[src/rtl/vga_timing_pkg.sv]
// Shared timing types, standard video modes and helpers for the VGA timing generator.
package vga_timing_pkg;

    typedef struct packed {
        int unsigned active;
        int unsigned front;
        int unsigned sync;
        int unsigned back;
    } axis_timing_t;

    typedef struct packed {
        axis_timing_t h;
        axis_timing_t v;
    } video_mode_t;

    localparam video_mode_t VGA_640x480_60 = '{
        h: '{active: 640, front: 16, sync: 96,  back: 48},
        v: '{active: 480, front: 10, sync: 2,   back: 33}
    };

    localparam video_mode_t VGA_800x600_60 = '{
        h: '{active: 800, front: 40, sync: 128, back: 88},
        v: '{active: 600, front: 1,  sync: 4,   back: 23}
    };

    function automatic int unsigned total(axis_timing_t t);
        return t.active + t.front + t.sync + t.back;
    endfunction

endpackage

[src/rtl/vga_axis_counter.sv]
// Single-axis timing counter: sync -> back porch -> active -> front porch, then wrap.
module vga_axis_counter
    import vga_timing_pkg::*;
#(
    parameter int unsigned ACTIVE = 640,
    parameter int unsigned FRONT  = 16,
    parameter int unsigned SYNC   = 96,
    parameter int unsigned BACK   = 48,
    parameter int unsigned CW     = 11
) (
    input  logic          clk,
    input  logic          reset,
    input  logic          inc,
    input  logic          clear,
    output logic [CW-1:0] count,
    output logic          wrap,
    output logic          sync,
    output logic          active,
    output logic [CW-1:0] coord
);

    localparam axis_timing_t T     = '{active: ACTIVE, front: FRONT, sync: SYNC, back: BACK};
    localparam int unsigned  TOTAL = total(T);
    localparam int unsigned  START = SYNC + BACK;

    if (ACTIVE == 0 || FRONT == 0 || SYNC == 0 || BACK == 0) begin : g_zero_param
        $fatal(1, "vga_axis_counter: timing parameters must all be non-zero");
    end
    if (longint'(TOTAL) > (longint'(1) << CW) - 1) begin : g_width_param
        $fatal(1, "vga_axis_counter: total %0d does not fit in %0d bits", TOTAL, CW);
    end

    assign wrap   = (count == CW'(TOTAL - 1));
    assign sync   = (count < CW'(SYNC));
    assign active = (count >= CW'(START)) && (count < CW'(START + ACTIVE));
    assign coord  = active ? count - CW'(START) : '0;

    // NOTE: sequential state uses non-blocking assignments so every register samples pre-edge values.
    always_ff @(posedge clk or posedge reset) begin
        if (reset) begin
            count <= '0;
        end else if (clear) begin
            count <= '0;
        end else if (inc) begin
            count <= wrap ? '0 : count + CW'(1);
        end
    end

endmodule

[src/rtl/vga_timing_gen.sv]
// Parametrised video timing generator with registered sync, display-enable, coordinates and strobes.
module vga_timing_gen
    import vga_timing_pkg::*;
#(
    parameter int unsigned H_ACTIVE = VGA_640x480_60.h.active,
    parameter int unsigned H_FRONT  = VGA_640x480_60.h.front,
    parameter int unsigned H_SYNC   = VGA_640x480_60.h.sync,
    parameter int unsigned H_BACK   = VGA_640x480_60.h.back,
    parameter int unsigned V_ACTIVE = VGA_640x480_60.v.active,
    parameter int unsigned V_FRONT  = VGA_640x480_60.v.front,
    parameter int unsigned V_SYNC   = VGA_640x480_60.v.sync,
    parameter int unsigned V_BACK   = VGA_640x480_60.v.back,
    parameter bit          HS_POL   = 1'b0,
    parameter bit          VS_POL   = 1'b0,
    parameter int unsigned CW       = 11
) (
    input  logic          clk,
    input  logic          reset,
    input  logic          en,
    input  logic          restart,
    output logic          hs,
    output logic          vs,
    output logic          de,
    output logic [CW-1:0] x,
    output logic [CW-1:0] y,
    output logic          line_start,
    output logic          frame_start,
    output logic          vblank_start
);

    localparam int unsigned VBLANK_LINE = V_SYNC + V_BACK + V_ACTIVE;

    logic [CW-1:0] h_cnt, v_cnt, h_coord, v_coord;
    logic          h_wrap, h_sync, h_active;
    logic          v_sync, v_active;
    logic          v_wrap_unused;  // end-of-frame carry has no consumer here
    logic          clear;

    assign clear = en && restart;

    vga_axis_counter #(
        .ACTIVE(H_ACTIVE), .FRONT(H_FRONT), .SYNC(H_SYNC), .BACK(H_BACK), .CW(CW)
    ) u_h_axis (
        .clk    (clk),
        .reset  (reset),
        .inc    (en),
        .clear  (clear),
        .count  (h_cnt),
        .wrap   (h_wrap),
        .sync   (h_sync),
        .active (h_active),
        .coord  (h_coord)
    );

    vga_axis_counter #(
        .ACTIVE(V_ACTIVE), .FRONT(V_FRONT), .SYNC(V_SYNC), .BACK(V_BACK), .CW(CW)
    ) u_v_axis (
        .clk    (clk),
        .reset  (reset),
        .inc    (en && h_wrap),
        .clear  (clear),
        .count  (v_cnt),
        .wrap   (v_wrap_unused),
        .sync   (v_sync),
        .active (v_active),
        .coord  (v_coord)
    );

    // Outputs describe the pre-edge counter position, so they stay aligned with (h_cnt, v_cnt).
    always_ff @(posedge clk or posedge reset) begin
        if (reset) begin
            hs           <= !HS_POL;
            vs           <= !VS_POL;
            de           <= 1'b0;
            x            <= '0;
            y            <= '0;
            line_start   <= 1'b0;
            frame_start  <= 1'b0;
            vblank_start <= 1'b0;
        end else if (en) begin
            hs           <= h_sync ? HS_POL : !HS_POL;
            vs           <= v_sync ? VS_POL : !VS_POL;
            de           <= h_active && v_active;
            x            <= (h_active && v_active) ? h_coord : '0;
            y            <= v_coord;
            line_start   <= (h_cnt == '0);
            frame_start  <= (h_cnt == '0) && (v_cnt == '0);
            vblank_start <= (h_cnt == '0) && (v_cnt == CW'(VBLANK_LINE));
        end else begin
            line_start   <= 1'b0;
            frame_start  <= 1'b0;
            vblank_start <= 1'b0;
        end
    end

endmodule

[config.mk]
export PLATFORM = sky130hd
export DESIGN_NAME = vga_timing_gen
export DESIGN_NICKNAME = d
export VERILOG_FILES = /design/src/rtl/vga_timing_pkg.sv /design/src/rtl/vga_axis_counter.sv /design/src/rtl/vga_timing_gen.sv
export SDC_FILE = /design/constraint.sdc
export NUM_CORES = 1
export LEC_CHECK = 0
export BUFFER_PORTS_ARGS = -buffer_cell sky130_fd_sc_hd__clkbuf_2
export CORE_MARGIN = 5
export CORE_UTILIZATION = 40
export CTS_CLUSTER_DIAMETER = 150
export CTS_CLUSTER_SIZE = 40
export DETAILED_ROUTE_END_ITERATION = 6
export REMOVE_ABC_BUFFERS = 1
export SYNTH_ARGS = -nofsm -noshare
export SYNTH_HDL_FRONTEND = slang
export SYNTH_SLANG_ARGS = --single-unit
[constraint.sdc]
create_clock -name clk -period 1.9 [get_ports clk]
set_input_delay 0.095 -clock clk [delete_from_list [all_inputs] [get_ports clk]]
set_output_delay 0.095 -clock clk [all_outputs]
set_load 0.02 [all_outputs]
==> out/qor.yml <==
status:
  status: "finished with violations"
  violated_checks: "setup timing"
timing:
  final_hold_viol_count: 0
  finalMaxSlewViolations: 0
  worst_pin_slew_ns: 0.4475
  peak_clock_frequency_supported_by_timing_ghz: 0.4638
  rsz0062_at_grt: "true"
  minimum_clock_period_ns: 2.156
  finalClockSkew_ns: 0.006609
  timing.final.setup_violations: 22
  worst_slack_ns: -0.2559
  worst_slew_margin_rel_pct: 69.89
  fin_crit_sh_pct: 113.5
synth:
  number_of_synthesized_register_bits: 50
  synthXorXnorAreaFrac_pct: 5.202
  ys_warn_count: 0
  yosys.area_share.adder_pct: 3.251
  area_fraction_in_compound_gates_after_synthesis_pct: 18.95
  synth.area.mux_share_pct: 1.161
  synth_top_family_by_area: "compound AO/OA/AOI/OAI gates"
  synth_cell_type_count: 43
  synth_enable_flop_cells: 0
  postSynthCellCount: 285
  postSynth.topFlopCell: "sky130_fd_sc_hd__dfrtp_1"
  async_flop_share_pct: 100.0
  syn-cell-area_um2: 2694
  area_share_of_and_or_nand_nor_cells_after_synthesis_pct: 18.67
  synth.avg_cell_area_um2: 9.452
  yosysSeqAreaShare_pct: 46.54
floorplan:
  initial_core_util_pct: 40.32
  top_level_ports: 32
  die_width_um: 92.07
  dieHeight_um: 92.07
  placeableCoreArea_um2: 6681
  fp.dieArea_um2: 8476
  row_count: 30
critical_path:
  critPathMaxFanout: 5
  setup.worst_path.class: "flip-flop to flip-flop"
  startpoint_class_of_the_critical_path: "flip-flop"
  kind_of_capture_point_of_the_worst_setup_path: "flip-flop"
  critical_path_arrival_ns: 2.38
  required_ns: 2.13
pwr:
  leakage_nw: 1.709
  total_power_w: 0.002599
  ir_drop_uv: 319.6
  power.density_cell_area_nw_per_um2: 700.8
finish:
  area.growth.synth_to_final_pct: 37.67
  drive_above_1_share_pct: 37.82
  insertedDiodeCount: 0
  stdcell_count: 437
  fillCellCount: 598
  nNetsFinal: 367
place:
  placed_cells_incl_taps: 424
  place.detailed.hpwl_mm: 4.859
  gp_congestion: 0.8259
  port_buffers: 31
grt:
  globalRouteTotalUtil_pct: 17.17
  grt_start_max_net_pins: 36
  first_global_vias: 2342
  globalRoute.totalOverflow: 0
  first_pass_grt_wire_length_mm: 11.76
  number_of_antenna_violations_at_the_first_check_in_global_routing: 0
detailed_routing:
  detailroute.wirelength.met2_mm: 3.333
  post_drt_wl_per_cell_um: 16.21
  final_ant_viol_nets: 0
  routed_via_density: 5.622
  drt_wl_total_mm: 7.085
  drc_errors: 0
  top_routing_layer_in_use: "met4"
  detailedRoute.firstPassIterationCount: 4
  dr_total_vias: 2457
  wl_met1_mm: 3.417
  detailedRoute.firstIterationViolations: 154
  route.met3.wl_um: 231
clocking:
  h-tree-depth: 2
  tritoncts: "done"
  ctsRootBufferMaster: "sky130_fd_sc_hd__clkbuf_8"
  tritoncts_sinks: 50
  tritoncts.num_buffers: 5
  insertion_delay_ns: 0.31
  clock_path_buffers: 2
  worst_setup_hold_path_clk_slew_ns: 0.10
flow_run:
  max_cap_viol_count: 0
hold_path:
  hp-class: "input port to flip-flop"
-- repair_timing --
action	CTS	global route
hold endpoints to repair	15	0
resized for setup	33	20
endpoints found under the setup margin	32	33
cloned	1	0
buffers inserted	3	1
hold buffers	1	0
pin swaps	17	4
-- per-stage QoR --
| stage | hold WS, ns | cell area, µm² | utilization, % | setup slack, ns | TNS, ns |
|---|---|---|---|---|---|
| floorplan | 0.1571 | 2594 | - | -0.4499 | -4.934 |
| global placement | 0.08074 | 3252 | 48.67 | -0.2426 | -3.321 |
| detailed placement | 0.08355 | 3252 | 48.67 | -0.2665 | -4.363 |
| CTS | 0.1214 | 3588 | 53.71 | -0.2958 | -2.189 |
| global route | 0.1000 | 3709 | 55.51 | -0.3458 | -4.381 |
| finish | 0.1098 | 3709 | 55.51 | -0.2559 | -2.189 |
-- placed cells by master (no fill, tap or decap), drive strengths merged, types with 2 or more instances in the layout --
master | netlist | routed
a21oi | 4 | 4
a22oi | 7 | 7
a31oi | 4 | 4
a32o | 2 | 2
and3 | 2 | 2
buf | 5 | 56
clkbuf | 19 | 37
dfrtp | 48 | 48
dfstp | 2 | 2
ha | 7 | 7
inv | 17 | 17
mux2i | 2 | 2
nand2 | 35 | 35
nand2b | 2 | 2
nand3 | 11 | 11
nand4 | 7 | 7
nor2 | 17 | 17
nor3 | 6 | 6
nor3b | 3 | 3
nor4 | 4 | 4
o21ai | 9 | 9
o22ai | 3 | 3
o2bb2ai | 7 | 7
o31a | 2 | 2
o31ai | 10 | 10
o32ai | 3 | 3
o41ai | 11 | 11
or3 | 5 | 5
or4 | 6 | 6
xnor2 | 12 | 12
xor2 | 4 | 4
-- power by group --
| group | internal (W) | total [W] | leakage, nW | switching [W] |
|---|---|---|---|---|
| Combinational | 0.000276 | 0.000621 | 0.974 | 0.000345 |
| Sequential | 0.00113 | 0.00121 | 0.683 | 0.0000757 |
| Clock | 0.000394 | 0.000768 | 0.0514 | 0.000374 |
| Total | 0.00180 | 0.00260 | 1.71 | 0.000794 |
-- synth_stat cells, types with 5 or more instances --
library cell | instances | area share [%]
sky130_fd_sc_hd__dfrtp_1 | 48 | 45
sky130_fd_sc_hd__nand2_1 | 35 | 4.9
sky130_fd_sc_hd__clkbuf_1 | 19 | 2.6
sky130_fd_sc_hd__inv_1 | 17 | 2.4
sky130_fd_sc_hd__nor2_1 | 17 | 2.4
sky130_fd_sc_hd__xnor2_1 | 12 | 3.9
sky130_fd_sc_hd__nand3_1 | 11 | 2.0
sky130_fd_sc_hd__o31ai_1 | 10 | 2.8
sky130_fd_sc_hd__o41ai_1 | 10 | 3.3
sky130_fd_sc_hd__o21ai_0 | 9 | 1.7
sky130_fd_sc_hd__a22oi_1 | 7 | 2.0
sky130_fd_sc_hd__ha_1 | 7 | 3.3
sky130_fd_sc_hd__nand4_1 | 7 | 1.6
sky130_fd_sc_hd__o2bb2ai_1 | 7 | 2.3
sky130_fd_sc_hd__nor3_1 | 6 | 1.1
sky130_fd_sc_hd__or4_1 | 6 | 1.7
sky130_fd_sc_hd__or3_1 | 5 | 1.2
-- final timing paths --
| check | start | cells past startpoint | to | slack [ns] |
|---|---|---|---|---|
| hold / removal | en | 2 | u_v_axis.count[3]$_DFFE_PP0P_ | 0.11 |
| max in group asynchronous | reset | 4 | vs$_DFFE_PP1P_ | 0.98 |
| setup / recovery | u_h_axis.count[5]$_DFFE_PP0P_ | 7 | u_v_axis.count[8]$_DFFE_PP0P_ | -0.26 |
| min in group asynchronous | reset | 3 | x[8]$_DFFE_PP0P_ | 0.30 |
| hold reg to reg | x[5]$_DFFE_PP0P_ | 2 | x[5]$_DFFE_PP0P_ | 0.49 |
| setup reg to reg | u_h_axis.count[5]$_DFFE_PP0P_ | 7 | u_v_axis.count[8]$_DFFE_PP0P_ | -0.26 |
-- layer usage --
metal | vias to the layer above | global-route usage, %
met4 | 0 | 6.436
met3 | 10 | 3.117
met1 | 1219 | 24.54
met2 | 44 | 25.79
met5 | - | 0
li1 | 1184 | -
-- sequential cells by signal, summed over array words and instances, names as in the netlist --
register and count:
u_h_axis.count 11, x 11, vblank_start 1, vs 1, hs 1, line_start 1
u_v_axis.count 11, frame_start 1, de 1, y 11
-- critical path, stage by stage, from the launching register on --
cell and delay, ns:
sky130_fd_sc_hd__dfrtp_1 0.39, sky130_fd_sc_hd__inv_2 0.08, sky130_fd_sc_hd__ha_4 0.12, sky130_fd_sc_hd__or4b_4 0.45, sky130_fd_sc_hd__o31a_1 0.33, sky130_fd_sc_hd__buf_4 0.17, sky130_fd_sc_hd__or4_1 0.39, sky130_fd_sc_hd__a22oi_1 0.15
-- cells by family after synthesis --
kind of cell             after synthesis
adder cells (fa/ha/maj)                7
flip-flops                            50
buffers and inverters                 42
AO/OA/AOI/OAI                         66
AND/OR/NAND/NOR                      101
multiplexers                           3
XOR/XNOR                              16
-- final cells by class --
cell class,instances,area (µm²),share of cell area (%)
sequential,50,1254,33.81
multi-input combinational,193,1560,42.07
inverter,18,67.56,1.822
clock buffer,6,72.57,1.957
clock inverter,2,37.54,1.012
tap,80,100.1,2.699
timing repair buffer,88,616.8,16.63
Power figures use the tool's default switching activity.
